==> src/rtl/hazard_forward_unit.sv <==
// Hazard and forwarding control: tracks in-flight destinations through EX/MEM/WB,
// raises load-use stalls, drives redirect flushes and picks the rs1/rs2 bypass source.
module hazard_forward_unit #(
  parameter int SQUASH_CYCLES = 2,
  parameter bit FWD_EN        = 1'b1
) (
  input  logic       clk,
  input  logic       rst_n,
  input  logic       dec_valid,
  input  logic [5:0] reg_rd_id,
  input  logic [4:0] rs1_id,
  input  logic [4:0] rs2_id,
  input  logic       rs1_used,
  input  logic       rs2_used,
  input  logic       dec_is_load,
  input  logic       resolve,
  input  logic       select_target_pc,
  input  logic       squash_after_J,
  input  logic       squash_after_JALR,
  output logic       stall,
  output logic       flush_if_id,
  output logic       flush_id_ex,
  output logic [1:0] fwd_a_sel,
  output logic [1:0] fwd_b_sel
);

  localparam int CW = (SQUASH_CYCLES > 1) ? $clog2(SQUASH_CYCLES) : 1;
  localparam logic [CW-1:0] CNT_RELOAD = CW'(SQUASH_CYCLES - 1);

  typedef struct packed {
    logic       valid;
    logic [4:0] rd;
    logic       is_load;
  } sb_entry_t;

  typedef enum logic {IDLE, FLUSH} state_t;

  sb_entry_t ex_q, mem_q, wb_q;
  state_t    state;
  logic [CW-1:0] cnt;

  logic redirect;
  logic rs1_ex, rs1_mem, rs1_wb;
  logic rs2_ex, rs2_mem, rs2_wb;
  logic any_hit;

  function automatic logic hit(input sb_entry_t e, input logic [4:0] rs);
    return e.valid && (e.rd == rs) && (rs != 5'd0);
  endfunction

  assign redirect = (resolve & select_target_pc) | squash_after_JALR;

  assign rs1_ex  = hit(ex_q,  rs1_id);
  assign rs1_mem = hit(mem_q, rs1_id);
  assign rs1_wb  = hit(wb_q,  rs1_id);
  assign rs2_ex  = hit(ex_q,  rs2_id);
  assign rs2_mem = hit(mem_q, rs2_id);
  assign rs2_wb  = hit(wb_q,  rs2_id);

  assign any_hit = (rs1_used & (rs1_ex | rs1_mem | rs1_wb)) |
                   (rs2_used & (rs2_ex | rs2_mem | rs2_wb));

  // Without bypassing every RAW waits for retirement; with it only load-use in EX waits.
  always_comb begin
    stall = 1'b0;
    if (dec_valid && !flush_id_ex) begin
      if (FWD_EN)
        stall = ex_q.is_load & ((rs1_used & rs1_ex) | (rs2_used & rs2_ex));
      else
        stall = any_hit;
    end
  end

  // EX hits from a load have no data yet, so they drop through to older stages.
  always_comb begin
    fwd_a_sel = 2'b00;
    fwd_b_sel = 2'b00;
    if (FWD_EN) begin
      if (rs1_ex && !ex_q.is_load) fwd_a_sel = 2'b01;
      else if (rs1_mem)            fwd_a_sel = 2'b10;
      else if (rs1_wb)             fwd_a_sel = 2'b11;
      if (rs2_ex && !ex_q.is_load) fwd_b_sel = 2'b01;
      else if (rs2_mem)            fwd_b_sel = 2'b10;
      else if (rs2_wb)             fwd_b_sel = 2'b11;
    end
  end

  always_ff @(posedge clk or negedge rst_n) begin
    if (!rst_n) begin
      ex_q  <= '0;
      mem_q <= '0;
      wb_q  <= '0;
    end else begin
      wb_q          <= mem_q;
      mem_q         <= ex_q;
      ex_q.valid    <= dec_valid & reg_rd_id[5] & (reg_rd_id[4:0] != 5'd0) &
                       ~stall & ~flush_id_ex;
      ex_q.rd       <= reg_rd_id[4:0];
      ex_q.is_load  <= dec_is_load;
    end
  end

  // A redirect always wins over a JAL squash and restarts the flush window.
  always_ff @(posedge clk or negedge rst_n) begin
    if (!rst_n) begin
      state       <= IDLE;
      cnt         <= '0;
      flush_if_id <= 1'b0;
      flush_id_ex <= 1'b0;
    end else begin
      case (state)
        IDLE: begin
          if (redirect) begin
            state       <= FLUSH;
            cnt         <= CNT_RELOAD;
            flush_if_id <= 1'b1;
            flush_id_ex <= 1'b1;
          end else begin
            flush_if_id <= squash_after_J;
            flush_id_ex <= 1'b0;
          end
        end
        FLUSH: begin
          if (redirect) begin
            cnt         <= CNT_RELOAD;
            flush_if_id <= 1'b1;
            flush_id_ex <= 1'b1;
          end else if (cnt == '0) begin
            state       <= IDLE;
            flush_if_id <= 1'b0;
            flush_id_ex <= 1'b0;
          end else begin
            cnt         <= cnt - 1'b1;
            flush_if_id <= 1'b1;
            flush_id_ex <= 1'b1;
          end
        end
        default: begin
          state       <= IDLE;
          flush_if_id <= 1'b0;
          flush_id_ex <= 1'b0;
        end
      endcase
    end
  end

endmodule

==> config.mk <==
export PLATFORM = sky130hd
export DESIGN_NAME = hazard_forward_unit
export DESIGN_NICKNAME = d
export VERILOG_FILES = /design/src/rtl/hazard_forward_unit.sv
export SDC_FILE = /design/constraint.sdc
export NUM_CORES = 1
export LEC_CHECK = 0
export CORE_MARGIN = 2
export CORE_UTILIZATION = 40
export DETAILED_ROUTE_END_ITERATION = 10
export GPL_ROUTABILITY_DRIVEN = 0
export PLACE_DENSITY_LB_ADDON = 0.1
export SETUP_SLACK_MARGIN = 0.5
export SLEW_MARGIN = 5
export SYNTH_ARGS = -nofsm -noshare
export SYNTH_HDL_FRONTEND = slang
export SYNTH_SLANG_ARGS = --single-unit
export TNS_END_PERCENT = 1
==> constraint.sdc <==
create_clock -name clk -period 2.3 [get_ports clk]
set_input_delay 0.46 -clock clk [delete_from_list [all_inputs] [get_ports clk]]
set_output_delay 0.46 -clock clk [all_outputs]
set_load 0.05 [all_outputs]
==> impl_metrics.tcl <==
set metrics [dict create \
    run_status "complete, but fails checks" \
    violations "negative setup slack" \
    cp-start-kind "register" \
    synth_compound_area_frac 0.07328 \
    netlist_area_um2 1110 \
    irDropWorstVdd_mv 0.3948 \
    fin_area_um2 1747 \
    power_leakage_nw 0.7136 \
    drt_iter0_markers 12 \
    pin_count 33 \
    skew_ns 0.002170 \
    synth_top_family_by_area "XOR/XNOR gates" \
    fin_cells 176 \
    netlist_instances 97 \
    synth-edff-count 0 \
    fin_ws_ns -0.06743 \
    max_stage_delay_ns 0.48 \
    cp_slowest_cell "or4_4" \
    firstDrtPassIters 4 \
    layout-drive-gt1-share 0.3517 \
    nNetsFinal 172 \
    rsz0062_at_grt "true" \
    yosys_warnings 0 \
    reg2reg_to "ex_q[6]$_DFF_PN0_" \
    cp.depth 6 \
    clkSlewWorstSetupHoldPaths_ns 0.11 \
    fillers 216 \
    synth.avg_cell_area_um2 11.44 \
    min_path_type "register to register" \
    grt_pass1_vias 912 \
    place_hpwl_um 2009 \
    fp.dieH_um 56.68 \
    synth.distinct_cells 27 \
    die_area_um2 3212 \
    yosys.area_share.simple 0.1657 \
    antenna_found_initial 0 \
    setup_viol 4 \
    drv_slew 0 \
    endpoint_kind "primary output" \
    drc_errors 0 \
    crit_fanout 2 \
    r2r_start "ex_q[5]$_DFF_PN0_" \
    initial_core_util 0.4131 \
    vias_per_cell 5.068 \
    cpLargestDelayFamily "simple AND/OR/NAND/NOR gates" \
    tns_ns -0.1350 \
    antenna_cells 0 \
    multi_input_area_um2 666.9 \
    drv_cap 0 \
    yosysMostFrequentCell "xnor2_1" \
    powerDensity_nw_per_um2 468.7 \
    yosysTopAreaCell "dfrtp_1" \
    worst_pin_slew_ns 0.4866 \
    row_count 19 \
    cts_buffers 3 \
    synth_xor_xnor_area_share 0.2368 \
    grt_remaining_overflow 0 \
    ys_seq_area_frac 0.4961 \
    place_inst 170 \
    holdPathStages 0 \
    cp_data_arrival_time_ns 1.91 \
    post_drt_wl_per_cell_um 13.94 \
    reg2reg_slack_ns 0.93 \
    hold_end "mem_q[6]$_DFF_PN0_" \
    area_delta_synth_final_pct 57.38 \
    cts_tree "yes" \
    wirelength_um 2453 \
    async_flop_share 1.000 \
    grtUsageTotal 0.1690 \
    cts_sinks 22 \
    grt_pass1_wl_um 4133 \
    synth_top_cell_area_share 0.4961 \
    ys_seq_elements 22 \
    vias 892 \
    io_buffer_count 32 \
    cts_max_level 1 \
    cp_cell_sequence "buf_6, xnor2_2, nand4_1, or4_4, a21oi_4, buf_12" \
    cts_root_buf "clkbuf_4" \
    place_ws_ns -0.4585 \
    maxClockFrequency_ghz 0.4224 \
    clock_latency_ns 0.30 \
    syn_nets 123 \
    synth-main-ff-cell "dfrtp_1" \
    synth_fa_ha_area_frac 0 \
    total_power_mw 0.8186 \
    ys_top_cells_by_count "xnor2_1 (24), dfrtp_1 (22), xor2_1 (6)" \
    synth_area_leaders "dfrtp_1 (50%), xnor2_1 (19%), xor2_1 (4.7%), or4_4 (3.0%), nand4_1 (2.3%)" \
    dpl_cell_area_um2 1640 \
    reg2regPathDepth 4 \
    period_needed_ns 2.367 \
    finalCritPeriodShare 1.029 \
    final_antenna_net_count 0 \
    slew_headroom 0.6769 \
    path_class "register to primary output" \
    hold_start "ex_q[6]$_DFF_PN0_" \
    cp_num_buf_inv 2 \
    coreArea_um2 2686 \
    die_w_um 56.68 \
    grt_max_degree 23 \
    seq_area_um2 550.5 \
    clockBufferDepth 2 \
    synthMuxAreaShare 0 \
    worst_ep_required_time_ns 1.84 \
    ctsHoldBuffers 0 \
    hold_violations 0 \
]
-- cell families after synthesis --
kind of cell | Yosys count
buffers and inverters | 4
AOI/OAI and AO/OA | 11
and+or+nand+nor | 30
xor gates and xnor gates | 30
DFF | 22
-- layout by cell type, fill, tap and decap left out, types with 3 or more instances in the layout --
cell,Yosys,layout
buf_4,0,12
buf_6,0,4
dfrtp_1,22,22
clkdlybuf4s15_2,0,3
nand2_1,4,4
xnor2_1,24,21
clkbuf_4,0,3
xnor2_2,0,3
clkdlybuf4s50_1,0,15
xor2_1,6,6
or4_4,3,3
nand3_1,3,3
nand4_1,4,4
buf_12,1,4
clkbuf_2,0,4
-- cell type report --
| cell class | count | area share |
|---|---|---|
| Clock buffer | 4 | 0.02077 |
| Inverter | 2 | 0.004298 |
| Multi-Input combinational cell | 71 | 0.3818 |
| Sequential cell | 22 | 0.3152 |
| Tap cell | 31 | 0.02221 |
| Timing Repair Buffer | 46 | 0.2557 |
-- power by group --
part	switching [mW]	total, mW	internal [mW]
clock	0.108	0.204	0.0966
sequential	0.0194	0.425	0.406
combinational	0.0859	0.189	0.103
-- flip-flops by register name, summed over array words and instances, names as in the netlist --
signal,flops
state,1
ex_q,7
mem_q,6
flush_if_id,1
cnt,1
wb_q,6
-- how the worst max path moves through the flow --
| stage | from | end | slack (ns) |
|---|---|---|---|
| 6_report | wb_q[5]$_DFF_PN0_ | fwd_a_sel[1] | -0.07 |
| 5_1_grt | wb_q[5]$_DFF_PN0_ | fwd_a_sel[1] | -0.12 |
| 4_1_cts | wb_q[5]$_DFF_PN0_ | fwd_b_sel[0] | -0.12 |
| 3_5_place_dp | rs1_id[2] | fwd_a_sel[0] | -0.46 |
| 3_3_place_gp | rs1_id[4] | fwd_a_sel[1] | -0.44 |
| 2_1_floorplan | rs1_id[4] | fwd_a_sel[1] | 0.27 |
-- worst register-to-register path: cells and delay by family (launching register included) --
family         cells  cell delay (ns)
AO/OA/AOI/OAI      3             0.54
XOR/XNOR           1             0.28
flip-flops         1             0.44
-- through the flow --
stage	utilization	hold slack, ns
after floorplan	-	0.1644
after global placement	0.6106	0.3857
after detailed placement	0.6106	0.3822
after CTS	0.6428	0.4106
after global routing	0.6502	0.4189
final	0.6502	0.4068
-- repair_timing --
item / in CTS / in global routing
resized for setup: 39 / 12
buffers inserted: 1 / 1
pin swaps: 12 / 7
endpoints found under the setup margin: 7 / 5
-- routing by layer --
layer	part of all wire	track usage	routed length (um)
met3	0.053	0.02304	131
met4	0.021	0.06803	51
met2	0.52	0.2874	1282
met5	0	0	0
met1	0.40	0.2163	987
Note: power is estimated with default switching activity, not from simulation.
